$ cat src/rtl/pixel_sink.sv
// pixel_sink: consumer end of an 8-bit pixel valid/ready stream.
//
// It drives programmable backpressure and captures one frame per start.
// It reports the pixel count, a 16-bit checksum, an XOR signature, the
// min/max pixel, the next expected col/row, handshake-protocol errors and
// a stall timeout.
//
// Handshake: a pixel moves on a rising clk_out edge when valid_in and
// ready_in are both high. Once the source raises valid_in it must hold
// valid_in and pixel_in stable until that transfer happens. ready_in is a
// decode of registered state and bp_mode only; it never depends on
// valid_in.
//
// Ports
//   clk_out, rstn       clock, asynchronous active-low reset
//   pixel_in, valid_in  stream input
//   ready_in            stream backpressure (0 outside RUN)
//   start               arm one frame capture (honoured in IDLE only)
//   bp_mode             00 always, 01 alternate, 10 LFSR, 11 never ready
//   busy                high while in RUN
//   done                1-cycle pulse at frame end or timeout
//   pix_count, checksum, xor_sig, min_pix, max_pix   frame statistics
//   col, row            position of the next expected pixel
//   proto_err, timeout  sticky flags, cleared by start or reset
//   state_dbg           current FSM state (0 IDLE, 1 RUN, 2 DONE)
module pixel_sink #(
    parameter int IMG_W   = 8,
    parameter int IMG_H   = 8,
    parameter int TIMEOUT = 1024
) (
    input  logic        clk_out,
    input  logic        rstn,
    input  logic [7:0]  pixel_in,
    input  logic        valid_in,
    output logic        ready_in,
    input  logic        start,
    input  logic [1:0]  bp_mode,
    output logic        busy,
    output logic        done,
    output logic [15:0] pix_count,
    output logic [15:0] checksum,
    output logic [7:0]  xor_sig,
    output logic [7:0]  min_pix,
    output logic [7:0]  max_pix,
    output logic [15:0] col,
    output logic [15:0] row,
    output logic        proto_err,
    output logic        timeout,
    output logic [1:0]  state_dbg
);

    typedef enum logic [1:0] {
        S_IDLE = 2'd0,
        S_RUN  = 2'd1,
        S_DONE = 2'd2
    } state_t;

    localparam int              SW          = $clog2(TIMEOUT + 1);
    localparam logic [15:0]     FRAME_LEN   = 16'(IMG_W * IMG_H);
    localparam logic [15:0]     COL_LAST    = 16'(IMG_W - 1);
    localparam logic [SW-1:0]   STALL_LIMIT = SW'(TIMEOUT);

    state_t         state_q;
    logic [15:0]    pix_count_q, checksum_q, col_q, row_q;
    logic [7:0]     xor_sig_q, min_pix_q, max_pix_q;
    logic           proto_err_q, timeout_q;
    logic [SW-1:0]  stall_q;
    logic [7:0]     lfsr_q;
    logic           alt_q;
    logic           prev_valid_q, prev_ready_q;
    logic [7:0]     prev_pix_q;

    logic           ready_c;
    logic           xfer;
    logic [7:0]     lfsr_d;
    logic [15:0]    pix_count_d;
    logic [SW-1:0]  stall_d;
    logic           stall_violation;

    // Backpressure is a pure decode of the registered state.
    always_comb begin
        ready_c = 1'b0;
        if (state_q == S_RUN) begin
            case (bp_mode)
                2'b00:   ready_c = 1'b1;
                2'b01:   ready_c = alt_q;
                2'b10:   ready_c = lfsr_q[0];
                default: ready_c = 1'b0;
            endcase
        end
    end

    assign xfer        = valid_in & ready_c;
    // Fibonacci LFSR, taps 8,6,5,4: shift left and feed bits 7^5^4^3 into bit 0.
    assign lfsr_d      = {lfsr_q[6:0], lfsr_q[7] ^ lfsr_q[5] ^ lfsr_q[4] ^ lfsr_q[3]};
    assign pix_count_d = pix_count_q + 16'd1;
    assign stall_d     = stall_q + 1'b1;
    // The source offered a pixel last cycle and was stalled. It must still
    // offer the same pixel this cycle.
    assign stall_violation = prev_valid_q & ~prev_ready_q &
                             (~valid_in | (pixel_in != prev_pix_q));

    always_ff @(posedge clk_out or negedge rstn) begin
        if (!rstn) begin
            state_q      <= S_IDLE;
            pix_count_q  <= '0;
            checksum_q   <= '0;
            xor_sig_q    <= '0;
            min_pix_q    <= 8'hFF;
            max_pix_q    <= 8'h00;
            col_q        <= '0;
            row_q        <= '0;
            proto_err_q  <= 1'b0;
            timeout_q    <= 1'b0;
            stall_q      <= '0;
            lfsr_q       <= 8'hA5;
            alt_q        <= 1'b1;
            prev_valid_q <= 1'b0;
            prev_ready_q <= 1'b0;
            prev_pix_q   <= '0;
        end else begin
            case (state_q)
                S_IDLE: begin
                    prev_valid_q <= 1'b0;
                    if (start) begin
                        pix_count_q <= '0;
                        checksum_q  <= '0;
                        xor_sig_q   <= '0;
                        min_pix_q   <= 8'hFF;
                        max_pix_q   <= 8'h00;
                        col_q       <= '0;
                        row_q       <= '0;
                        proto_err_q <= 1'b0;
                        timeout_q   <= 1'b0;
                        stall_q     <= '0;
                        lfsr_q      <= 8'hA5;
                        alt_q       <= 1'b1;
                        state_q     <= S_RUN;
                    end
                end
                S_RUN: begin
                    alt_q        <= ~alt_q;
                    lfsr_q       <= lfsr_d;
                    prev_valid_q <= valid_in;
                    prev_ready_q <= ready_c;
                    prev_pix_q   <= pixel_in;
                    if (stall_violation) begin
                        proto_err_q <= 1'b1;
                    end
                    if (xfer) begin
                        pix_count_q <= pix_count_d;
                        checksum_q  <= checksum_q + {8'd0, pixel_in};
                        xor_sig_q   <= xor_sig_q ^ pixel_in;
                        if (pixel_in < min_pix_q) min_pix_q <= pixel_in;
                        if (pixel_in > max_pix_q) max_pix_q <= pixel_in;
                        if (col_q == COL_LAST) begin
                            col_q <= '0;
                            row_q <= row_q + 16'd1;
                        end else begin
                            col_q <= col_q + 16'd1;
                        end
                        stall_q <= '0;
                        if (pix_count_d == FRAME_LEN) state_q <= S_DONE;
                    end else begin
                        stall_q <= stall_d;
                        if (stall_d == STALL_LIMIT) begin
                            timeout_q <= 1'b1;
                            state_q   <= S_DONE;
                        end
                    end
                end
                S_DONE: begin
                    prev_valid_q <= 1'b0;
                    state_q      <= S_IDLE;
                end
                default: state_q <= S_IDLE;
            endcase
        end
    end

    assign ready_in  = ready_c;
    assign busy      = (state_q == S_RUN);
    assign done      = (state_q == S_DONE);
    assign pix_count = pix_count_q;
    assign checksum  = checksum_q;
    assign xor_sig   = xor_sig_q;
    assign min_pix   = min_pix_q;
    assign max_pix   = max_pix_q;
    assign col       = col_q;
    assign row       = row_q;
    assign proto_err = proto_err_q;
    assign timeout   = timeout_q;
    assign state_dbg = state_q;

endmodule

$ cat config.mk
export PLATFORM = sky130hd
export DESIGN_NAME = pixel_sink
export DESIGN_NICKNAME = d
export VERILOG_FILES = /design/src/rtl/pixel_sink.sv
export SDC_FILE = /design/constraint.sdc
export NUM_CORES = 1
export LEC_CHECK = 0
export ABC_CLOCK_PERIOD_IN_PS = 2100
export BUFFER_PORTS_ARGS = -buffer_cell sky130_fd_sc_hd__buf_2
export CAP_MARGIN = 20
export CELL_PAD_IN_SITES_DETAIL_PLACEMENT = 0
export CELL_PAD_IN_SITES_GLOBAL_PLACEMENT = 2
export CORE_MARGIN = 4
export CORE_UTILIZATION = 31
export DETAILED_ROUTE_END_ITERATION = 12
export HOLD_SLACK_MARGIN = 0.08
export PLACE_DENSITY = 0.83
export SETUP_SLACK_MARGIN = 0.02
export SYNTH_ARGS = -nofsm -noshare
export SYNTH_HDL_FRONTEND = slang
export SYNTH_SLANG_ARGS = --single-unit
$ cat constraint.sdc
create_clock -name clk_out -period 2.1 [get_ports clk_out]
set_clock_uncertainty 0.1 [all_clocks]
set_input_delay 0.42 -clock clk_out [delete_from_list [all_inputs] [get_ports clk_out]]
set_output_delay 0.42 -clock clk_out [all_outputs]
set_load 0.03 [all_outputs]
; ---- Word level (Yosys, flattened, before mapping)
; Index checks and enable logic that the tools add are counted.
[totals]
reg_bits = 122
latchBits = 0
ramBits = 0
mem_bits_ro = 0
input_bits = 14
out_inout_bits = 95
elab_cells = 107
memories = 0
[classes]
add_sub_neg = 5
multipliers = 0
div_mod_pow = 0
n_lt_le_gt_ge = 2
n_eq_ne = 18
n_shift = 0
muxes = 42
n_bitwise = 11
reduce_logical = 13
[ops]
columns = cell, count
row1 = $pmux 16 s2, 4
row2 = $mux 16, 7
row3 = $mux 8, 8
row4 = $pmux 8 s2, 4
row5 = $add 16x1->16 const B, 3
row6 = $mux 11, 2
row7 = $pmux 11 s2, 1
row8 = $add 16x8->16, 1
row9 = $eq 16x3->1 const B, 1
row10 = $eq 16x7->1 const B, 1
row11 = $reduce_and 4->1, 4
row12 = $ne 2x1->1 const B, 6
row13 = $add 11x1->11 const B, 1
row14 = $eq 11x11->1 const B, 1
row15 = $reduce_and 3->1, 3
row16 = $gt 8x8->1, 1
row17 = $lt 8x8->1, 1
row18 = $mux 2, 4
row19 = $ne 8x8->1, 1
row20 = $pmux 1 s2, 4
row21 = $xor 8x8->8, 1
row22 = $mux 1, 6
row23 = $eq 2x1->1 const B, 2
row24 = $eq 2x2->1 const B, 2
row25 = other kinds (13), 22

; ---- Longest topological paths before layout
; Gate-level depths: netlist of the first run.
[logic_depth]
word_depth = 6
mapped_depth = 11

; ---- Least setup slack after synthesis of the first run
; OpenSTA, ideal clock, no wires.
[synth_timing]
path_type = register -> register
start = register pix_count[0] (netlist name)
end = register max_pix_q[0], in the netlist max_pix[0]
setup_time_ps = 126
arrival_time_ps = 2271
path_slack_ps = -397
stages_incl_launch_ff = 10
synth_period_minus_slack_ps = 2497
cell_sequence = dfrtp_1 -> ha_1 -> buf_4 -> nand3_1 -> nor3_4 -> and3_4 -> xnor2_1 -> nor4_1 -> a21oi_1 -> a221o_1
[synth_lines]
columns = element, line_no
row1 = "end signal, assigned", 155  ; if (pixel_in > max_pix_q) max_pix_q <= pixel_in;
row2 = "end, declared", 65  ; logic [7:0] xor_sig_q, min_pix_q, max_pix_q;

==> flow_summary.yaml, run 1 <==
outcome:
  status: "complete, but fails checks"
  violations: "negative setup slack"
timing:
  tightest_slew_ns: 0.524
  final-hold-violation-count: 0
  final-setup-viol-count: 2
  fin_crit_sh: 1.05
  post-route-min-period_ns: 2.21
  fmax_ghz: 0.453
  holdWs_ns: 0.241
  maxSlewHeadroom: 0.650
  worst_slack_ns: -0.109
  rsz0062_at_grt: "true"
  drv_slew: 0
  final.setup.tns_ns: -0.204
min_path:
  whs_path_depth: 3
  hp-class: "input pin to flip-flop"
placed_design:
  dpl.cell_count: 1247
  place_area_mm2: 0.00873
  numPortBuffers: 108
  place_congestion: 0.795
  place_ws_ns: -0.305
  dp.final_hpwl_mm: 15.7
finish:
  drive_gt1_frac: 0.387
  num_antenna_cells: 0
  area_growth_syn_to_layout_pct: 42.7
  design_area_mm2: 0.00975
  fillers: 2171
  finalNonFillerCells: 1300
  final_common_cell: "buf_4"
  nNetsFinal: 1050
  layout.cells.most_common_list: "141 x buf_4, 107 x buf_2, 104 x nand2_1"
floorplan:
  io_pins: 109
  rows: 54
  core-area_mm2: 0.0218
  die-area_mm2: 0.0245
  start_util: 0.314
  die_x_um: 157
  die_y_um: 157
drt:
  vias: 6563
  wire_per_inst_um: 16.8
  drtAntennaViolNets: 0
  drtIter0Drc: 373
  first_pass_iters: 5
  wirelength_mm: 21.8
  via_per_inst: 5.05
  drc: 0
run:
  drv_cap: 0
worst_setup_path:
  r2r_cells: 9
  crit_required_ns: 2.31
  cpPeakStageDelay_ns: 0.40
  crit_fanout: 4
  path_cells: "ha_4 -> nand3_4 -> nor3_4 -> and3_4 -> xnor2_2 -> nor4_2 -> buf_4 -> a21oi_4 -> a221o_1"
  arrival_ns: 2.42
  cp_slowest_cell: "dfrtp_2"
  endpoint_kind: "flip-flop"
  critPathKind: "flip-flop to flip-flop"
  start_kind: "flip-flop"
synth:
  synthArstFlopShare: 1.00
  synth_nets: 808
  ys_ff_latch: 122
  synth_top_area_cell: "dfrtp_1"
  synth-main-ff-cell: "dfrtp_1"
  yosysWarnings: 0
  syn_area_per_cell_um2: 8.94
  yosys-top-cells-area: "dfrtp_1 40%, o21ai_0 6.9%, nand2_1 5.9%"
  syn_area_mm2: 0.00684
  yosysTopAreaCellShare: 0.399
  ys_seq_area_frac: 0.449
  synth.distinct_cells: 64
  synth-edff-count: 0
  syn_inst: 765
cts:
  clk_path_buf_depth: 2
  clkLatencyLatePin_ns: 0.43
  cts_tree: "yes"
  htree_levels: 4
  clockRootBuffer: "clkbuf_16"
  cts_buffers: 17
  clock_sinks: 122
  clk_pin_slew_ns: 0.06
grt:
  grt_pass1_wl_mm: 34.6
  grt_overflow: 0
  grt_start_max_net_pins: 41
  grt.total_usage: 0.177
  grt_pass1_vias: 6364
  antenna_found_initial: 0
pwr:
  power_density_mw_per_mm2: 1160
  p_leak_nw: 4.69
  ir_drop_uv: 525
layout make-up:
| type | instances | area (um2) | area share |
|---|---|---|---|
| Timing Repair Buffer | 260 | 1760 | 0.181 |
| Clock buffer | 19 | 453 | 0.0464 |
| Tap cell | 280 | 350 | 0.0359 |
| Multi-Input combinational cell | 578 | 3890 | 0.399 |
| Clock inverter | 13 | 98.8 | 0.0101 |
| Sequential cell | 122 | 3090 | 0.317 |
| Inverter | 28 | 105 | 0.0108 |
metrics by stage:
stage	power, mW	util
2_1_floorplan	6.21	-
3_3_place_gp	8.04	0.401
3_5_place_dp	8.09	0.401
4_1_cts	11.1	0.436
5_1_grt	12.1	0.448
6_report	11.3	0.448
flip-flops by register name, indices dropped and copies added (netlist names):
signal / cells
stall_q: 11
checksum: 16
prev_pix_q: 8
col: 16
prev_ready_q: 1
timeout: 1
alt_q: 1
pix_count: 16
state_dbg: 2
row: 16
max_pix: 8
xor_sig: 8
lfsr_q: 8
proto_err: 1
min_pix: 8
prev_valid_q: 1
layer usage:
metal / wire, um / vias to the layer above / GRT usage / part of all wire
met4: 352 / 0 / 0.0479 / 0.016
li1: - / 3234 / - / -
met5: 0 / - / 0 / 0
met1: 10200 / 3169 / 0.241 / 0.47
met3: 1150 / 21 / 0.0462 / 0.053
met2: 10100 / 139 / 0.280 / 0.47
what timing repair did:
action,CTS,global route
hold buffers,1,0
setup buffers,9,9
endpoints found under the setup margin,20,68
hold endpoints to repair,27,0
pin swaps,12,20
cloned,0,2
resized for setup,30,43
report_power, final:
part / switching, mW / leakage, nW / internal (mW)
combinational: 3.15 / 2.84 / 2.09
sequential: 0.396 / 1.59 / 2.92
clock: 1.18 / 0.265 / 1.57
worst paths after layout:
kind                                          start                endpoint  slack [ns]
min reg2reg                  xor_sig[2]$_DFFE_PN0P_  xor_sig[2]$_DFFE_PN0P_        0.37
min in group asynchronous                      rstn     row[10]$_DFFE_PN0P_        0.40
max in group asynchronous                      rstn   lfsr_q[5]$_DFFE_PN1P_        0.82
max reg2reg                pix_count[1]$_DFFE_PN0P_  max_pix[0]$_DFFE_PN0P_       -0.11
max                        pix_count[1]$_DFFE_PN0P_  max_pix[0]$_DFFE_PN0P_       -0.11
min                                     pixel_in[7]  max_pix[7]$_DFFE_PN0P_        0.24
cell usage after synthesis, types with 4 or more instances:
cell type,n
ha_1,28
dfrtp_1,109
nand2b_1,7
or3_1,9
a21o_1,6
nand3_1,44
and4_1,4
nor2_1,59
clkbuf_1,29
nor3_1,9
xnor2_1,12
a31oi_1,10
and3_1,12
xor2_1,22
o31ai_1,21
dfstp_2,13
nand4_1,18
nor4_1,6
nand2_1,107
o41ai_1,8
and2_1,6
nor2b_1,5
inv_1,27
a21oi_1,29
o21ai_0,94
mux2i_1,10
logic make-up after synthesis:
family	synth area share
xor+xnor	0.0436
mux	0.0163
buf+inv	0.0395
flops	0.449
simple gates	0.215
fa+ha+maj	0.0542
compound gates	0.183
critical path: cells and delay by family (launching register included):
| family | cells | cell delay, ns |
|---|---|---|
| and+or+nand+nor | 4 | 0.79 |
| adders and majority gates | 1 | 0.18 |
| AOI/OAI and AO/OA | 2 | 0.36 |
| DFF | 1 | 0.40 |
| xor gates and xnor gates | 1 | 0.06 |
| buffers and inverters | 1 | 0.19 |
Note: power is estimated with default switching activity, not from simulation.
==> inputs of run 2 (changes only) <==
--- a/config.mk
+++ b/config.mk
@@ -6,5 +6,5 @@
 export NUM_CORES = 1
 export LEC_CHECK = 0
-export ABC_CLOCK_PERIOD_IN_PS = 2100
+export ABC_CLOCK_PERIOD_IN_PS = 1800
 export BUFFER_PORTS_ARGS = -buffer_cell sky130_fd_sc_hd__buf_2
 export CAP_MARGIN = 20
==> constraint.sdc (replaced) <==
create_clock -name clk_out -period 1.8 [get_ports clk_out]
set_clock_uncertainty 0.1 [all_clocks]
set_input_delay 0.18 -clock clk_out [delete_from_list [all_inputs] [get_ports clk_out]]
set_output_delay 0.18 -clock clk_out [all_outputs]
set_load 0.03 [all_outputs]
==> flow_summary.yaml, run 2 (same netlist as run 1, synthesis figures left out) <==
worst_setup_path:
  critPathKind: "flip-flop to flip-flop"
  path_cells: "buf_4 -> and3_1 -> and3_4 -> xnor2_2 -> o211ai_1 -> nor4_4 -> a21oi_4 -> a221o_1"
  start_kind: "flip-flop"
  crit_required_ns: 2.00
  cp_slowest_cell: "dfrtp_2"
  cpPeakStageDelay_ns: 0.45
  arrival_ns: 2.29
  crit_fanout: 4
  endpoint_kind: "flip-flop"
cts:
  clk_pin_slew_ns: 0.06
  clk_path_buf_depth: 2
  htree_levels: 4
  clockRootBuffer: "clkbuf_16"
  clock_sinks: 122
  cts_buffers: 17
  cts_tree: "yes"
  clkLatencyLatePin_ns: 0.42
floorplan:
  rows: 54
  core-area_mm2: 0.0218
  die_x_um: 157
  die-area_mm2: 0.0245
  io_pins: 109
  start_util: 0.314
  die_y_um: 157
finish:
  area_growth_syn_to_layout_pct: 68.1
  final_common_cell: "buf_4"
  finalNonFillerCells: 1380
  layout.cells.most_common_list: "171 x buf_4, 106 x buf_2, 96 x nand2_1"
  final_util: 0.528
  drive_gt1_frac: 0.542
  num_antenna_cells: 0
  nNetsFinal: 1130
grt:
  grt_pass1_vias: 6982
  grt.total_usage: 0.190
  grt_overflow: 0
  grt_pass1_wl_mm: 37.2
  grt_start_max_net_pins: 33
  antenna_found_initial: 0
drt:
  dr_wl_met3_um: 904
  drc: 0
  dr_wl_met2_mm: 11.6
  first_pass_iters: 5
  drt-met1-wl_mm: 10.8
  drtIter0Drc: 322
  wirelength_mm: 23.6
  vias: 6983
  wire_per_inst_um: 17.1
  via_per_inst: 5.06
  drtAntennaViolNets: 0
  top_layer_used: "met4"
pwr:
  ir_drop_uv: 871
  p_leak_nw: 5.46
  power_density_mw_per_mm2: 1390
outcome:
  status: "complete, but fails checks"
  violations: "negative setup slack"
timing:
  drv_slew: 0
  maxSlewHeadroom: 0.662
  worst_slack_ns: -0.297
  rsz0062_at_grt: "true"
  fmax_ghz: 0.477
  tightest_slew_ns: 0.505
  fin_crit_sh: 1.17
  final-hold-violation-count: 0
  final-setup-viol-count: 84
  post-route-min-period_ns: 2.10
placed_design:
  dp.final_hpwl_mm: 16.1
  place_congestion: 0.816
  dpl.cell_count: 1294
  numPortBuffers: 108
run:
  drv_cap: 0
min_path:
  hp-class: "input pin to flip-flop"
[run 2: timing repair]
item | 4_1_cts | 5_1_grt
buffers inserted | 29 | 26
setup endpoints to repair | 91 | 97
hold buffers | 3 | 0
gates resized for setup | 131 | 160
endpoints found under the hold margin | 112 | 0
gates cloned | 3 | 6
pin swaps | 46 | 82
[run 2: worst paths after layout]
kind | slack, ns | start | to | depth (start not counted)
max | -0.30 | pix_count[0]$_DFFE_PN0P_ | max_pix[0]$_DFFE_PN0P_ | 8
min | 0.1 | pixel_in[0] | checksum[0]$_DFFE_PN0P_ | 4
max reg2reg | -0.30 | pix_count[0]$_DFFE_PN0P_ | max_pix[0]$_DFFE_PN0P_ | 8
min reg2reg | 0.38 | prev_ready_q$_DFFE_PN0P_ | prev_ready_q$_DFFE_PN0P_ | 1
max in group asynchronous | 0.83 | rstn | stall_q[1]$_DFFE_PN0P_ | 3
min in group asynchronous | 0.15 | rstn | col[0]$_DFFE_PN0P_ | 2
[run 2: power breakdown]
part,total [mW],switching (mW),internal (mW)
combinational,8.47,4.54,3.92
clock,3.61,1.33,2.28
sequential,3.94,0.522,3.42
total,16.0,6.39,9.63
[run 2: routing by layer]
metal	vias to the layer above	track usage
li1	3412	-
met1	3431	0.259
met2	117	0.317
met3	23	0.0324
met4	0	0.0417
met5	-	0
[run 2: final cells by class]
class                           count  area, um2
Clock buffer                       21        470
Clock inverter                     11        144
Fill cell                        1986      10300
Inverter                           28        118
Multi-Input combinational cell    579       4580
Sequential cell                   122       3110
Tap cell                          280        350
Timing Repair Buffer              339       2720
[run 2: stage by stage]
step	total power [mW]	hold slack [ns]	cell area [um2]	worst slack [ns]	TNS [ns]
final	16.0	0.0980	11500	-0.297	-11.55
after detailed placement	10.1	0.0568	9320	-0.441	-14.24
after floorplan	7.73	-0.216	7360	-0.406	-7.08
after CTS	14.9	0.0838	10600	-0.334	-8.98
after global routing	17.0	0.0965	11500	-0.446	-21.25
after global placement	9.99	0.0551	9320	-0.406	-11.51
[run 2: critical path, delay by kind of cell (launching register included)]
kind	cells	cell delay [ns]
xor+xnor	1	0.12
compound gates	3	0.56
flops	1	0.45
simple gates	3	0.59
buf+inv	1	0.16
==> inputs of run 3 (changes only) <==
Settings changed: ABC_CLOCK_PERIOD_IN_PS 1800 to not set, PLACE_DENSITY 0.83 to 0.84.
==> flow_summary.yaml, run 3 (same netlist as run 1, synthesis figures left out) <==
min_path:
  holdPathEnd: "prev_pix_q[2]$_DFFE_PN0P_"
  hold_start: "pixel_in[2]"
  hp-class: "input pin to flip-flop"
  whs_path_depth: 4
timing:
  maxSlewHeadroom: 0.696
  worst_slack_ns: -0.301
  final-hold-violation-count: 0
  final.setup.tns_ns: -10.12
  rsz0062_at_grt: "true"
  fmax_ghz: 0.476
  fin_crit_sh: 1.17
  drv_slew: 0
  post-route-min-period_ns: 2.10
  tightest_slew_ns: 0.455
  final-setup-viol-count: 73
placed_design:
  dp.final_hpwl_mm: 15.9
  numPortBuffers: 108
  place_congestion: 0.811
pwr:
  pwr-share-comb: 0.535
  clkPwrFrac: 0.226
  p_leak_nw: 5.54
  net-switching-power_mw: 6.49
  sw_frac_of_total: 0.397
  internal_power_mw: 9.87
  power_density_mw_per_mm2: 1400
  ir_drop_uv: 976
  seqPwrFrac: 0.240
  power_mw: 16.4
worst_setup_path:
  crit_fanout: 4
  rrSetupSlack_ns: -0.30
  r2r_start: "checksum[1]$_DFFE_PN0P_"
  endpoint_kind: "flip-flop"
  worst_r2r_endpoint: "checksum[13]$_DFFE_PN0P_"
  start_kind: "flip-flop"
  crit_required_ns: 1.98
  r2r_cells: 7
  arrival_ns: 2.28
  critPathKind: "flip-flop to flip-flop"
grt:
  grt.total_usage: 0.191
  grt_overflow: 0
  grt_pass1_vias: 7160
  grt_pass1_wl_mm: 37.4
  antenna_found_initial: 0
  grt_start_max_net_pins: 51
floorplan:
  io_pins: 109
  core-area_mm2: 0.0218
  die_y_um: 157
  die_x_um: 157
  die-area_mm2: 0.0245
  start_util: 0.314
  rows: 54
finish:
  fillers: 1959
  drive_gt1_frac: 0.549
  final_util: 0.537
  final_common_cell: "buf_4"
  nNetsFinal: 1145
  area_growth_syn_to_layout_pct: 70.9
  num_antenna_cells: 0
  layout.cells.most_common_list: "190 x buf_4, 104 x buf_2, 95 x nand2_1"
drt:
  first_pass_iters: 6
  wirelength_mm: 23.4
  drc: 0
  vias: 7052
  drtIter0Drc: 286
  drtAntennaViolNets: 0
  wire_per_inst_um: 16.7
  via_per_inst: 5.06
cts:
  cts_buffers: 17
  clk_path_buf_depth: 2
  clock_sinks: 122
  htree_levels: 4
  clk_pin_slew_ns: 0.06
  cts_tree: "yes"
  clockRootBuffer: "clkbuf_16"
  clkLatencyLatePin_ns: 0.41
outcome:
  violations: "negative setup slack"
  status: "complete, but fails checks"
run:
  drv_cap: 0
[run 3: cell types whose count changed in the layout (fill, tap and decap cells not counted), sizes merged]
cell	previous run	this run
bufbuf	0	1
clkinvlp	4	3
clkinv	5	6
clkbuf	25	20
bufinv	3	4
buf	332	349
nand2	108	107
inv	27	29
[run 3: how the worst max path moves through the flow]
stage                                   startpoint                       end  slack [ns]  cells after the start
after global routing       checksum[1]$_DFFE_PN0P_  checksum[13]$_DFFE_PN0P_       -0.43                      7
final                      checksum[1]$_DFFE_PN0P_  checksum[13]$_DFFE_PN0P_       -0.30                      7
after CTS                  checksum[1]$_DFFE_PN0P_  checksum[11]$_DFFE_PN0P_       -0.35                      8
after floorplan           pix_count[0]$_DFFE_PN0P_    max_pix[0]$_DFFE_PN0P_       -0.41                      9
after global placement      stall_q[0]$_DFFE_PN0P_    max_pix[0]$_DFFE_PN0P_       -0.36                      8
after detailed placement  pix_count[1]$_DFFE_PN0P_    max_pix[0]$_DFFE_PN0P_       -0.44                      8
[run 3: per-layer routing]
layer	track usage	wire, um	vias up
met5	0	0	-
met4	0.0558	392	0
met3	0.0324	936	27
met2	0.315	11400	141
met1	0.259	10600	3449
li1	-	-	3435
[run 3: layout make-up]
type / count / area, um2 / share of cell area
multi-input combinational: 578 / 4650 / 0.398
sequential: 122 / 3110 / 0.266
timing repair buffer: 355 / 2820 / 0.241
clock buffer: 18 / 439 / 0.0376
tap: 280 / 350 / 0.0300
clock inverter: 14 / 196 / 0.0168
inverter: 28 / 118 / 0.0101
[run 3: power groups by stage]
stage,Sequential (mW),Combinational (mW),Clock [mW]
6_report,3.92,8.75,3.69
5_1_grt,4.00,9.43,3.88
4_1_cts,3.89,7.79,3.77
3_5_place_dp,3.89,6.18,0
3_3_place_gp,3.89,6.13,0
2_1_floorplan,4.56,3.18,0
[run 3: critical path, stage by stage (launching register included)]
cell	delay, ns
dfrtp_2	0.43
ha_4	0.26
a21o_1	0.13
a21oi_2	0.06
o211a_1	0.26
o32a_4	0.37
o311ai_2	0.24
nand3_1	0.11
[run 3: timing repair]
action / 4_1_cts / 5_1_grt
endpoints found under the hold margin: 111 / 0
setup buffers: 30 / 34
pin swaps: 65 / 71
resized for setup: 175 / 126
hold buffers: 3 / 0
setup endpoints to repair: 96 / 100
gates cloned: 4 / 2
[run 3: through the flow]
stage / std cells / worst slack, ns / instance area (um2) / hold slack, ns
after global placement: 1297 / -0.358 / 9330 / 0.0604
after floorplan: 765 / -0.406 / 7360 / -0.216
final: 1395 / -0.301 / 11700 / 0.116
after CTS: 1365 / -0.349 / 11000 / 0.0989
after detailed placement: 1297 / -0.441 / 9330 / 0.0638
after global routing: 1395 / -0.432 / 11700 / 0.109
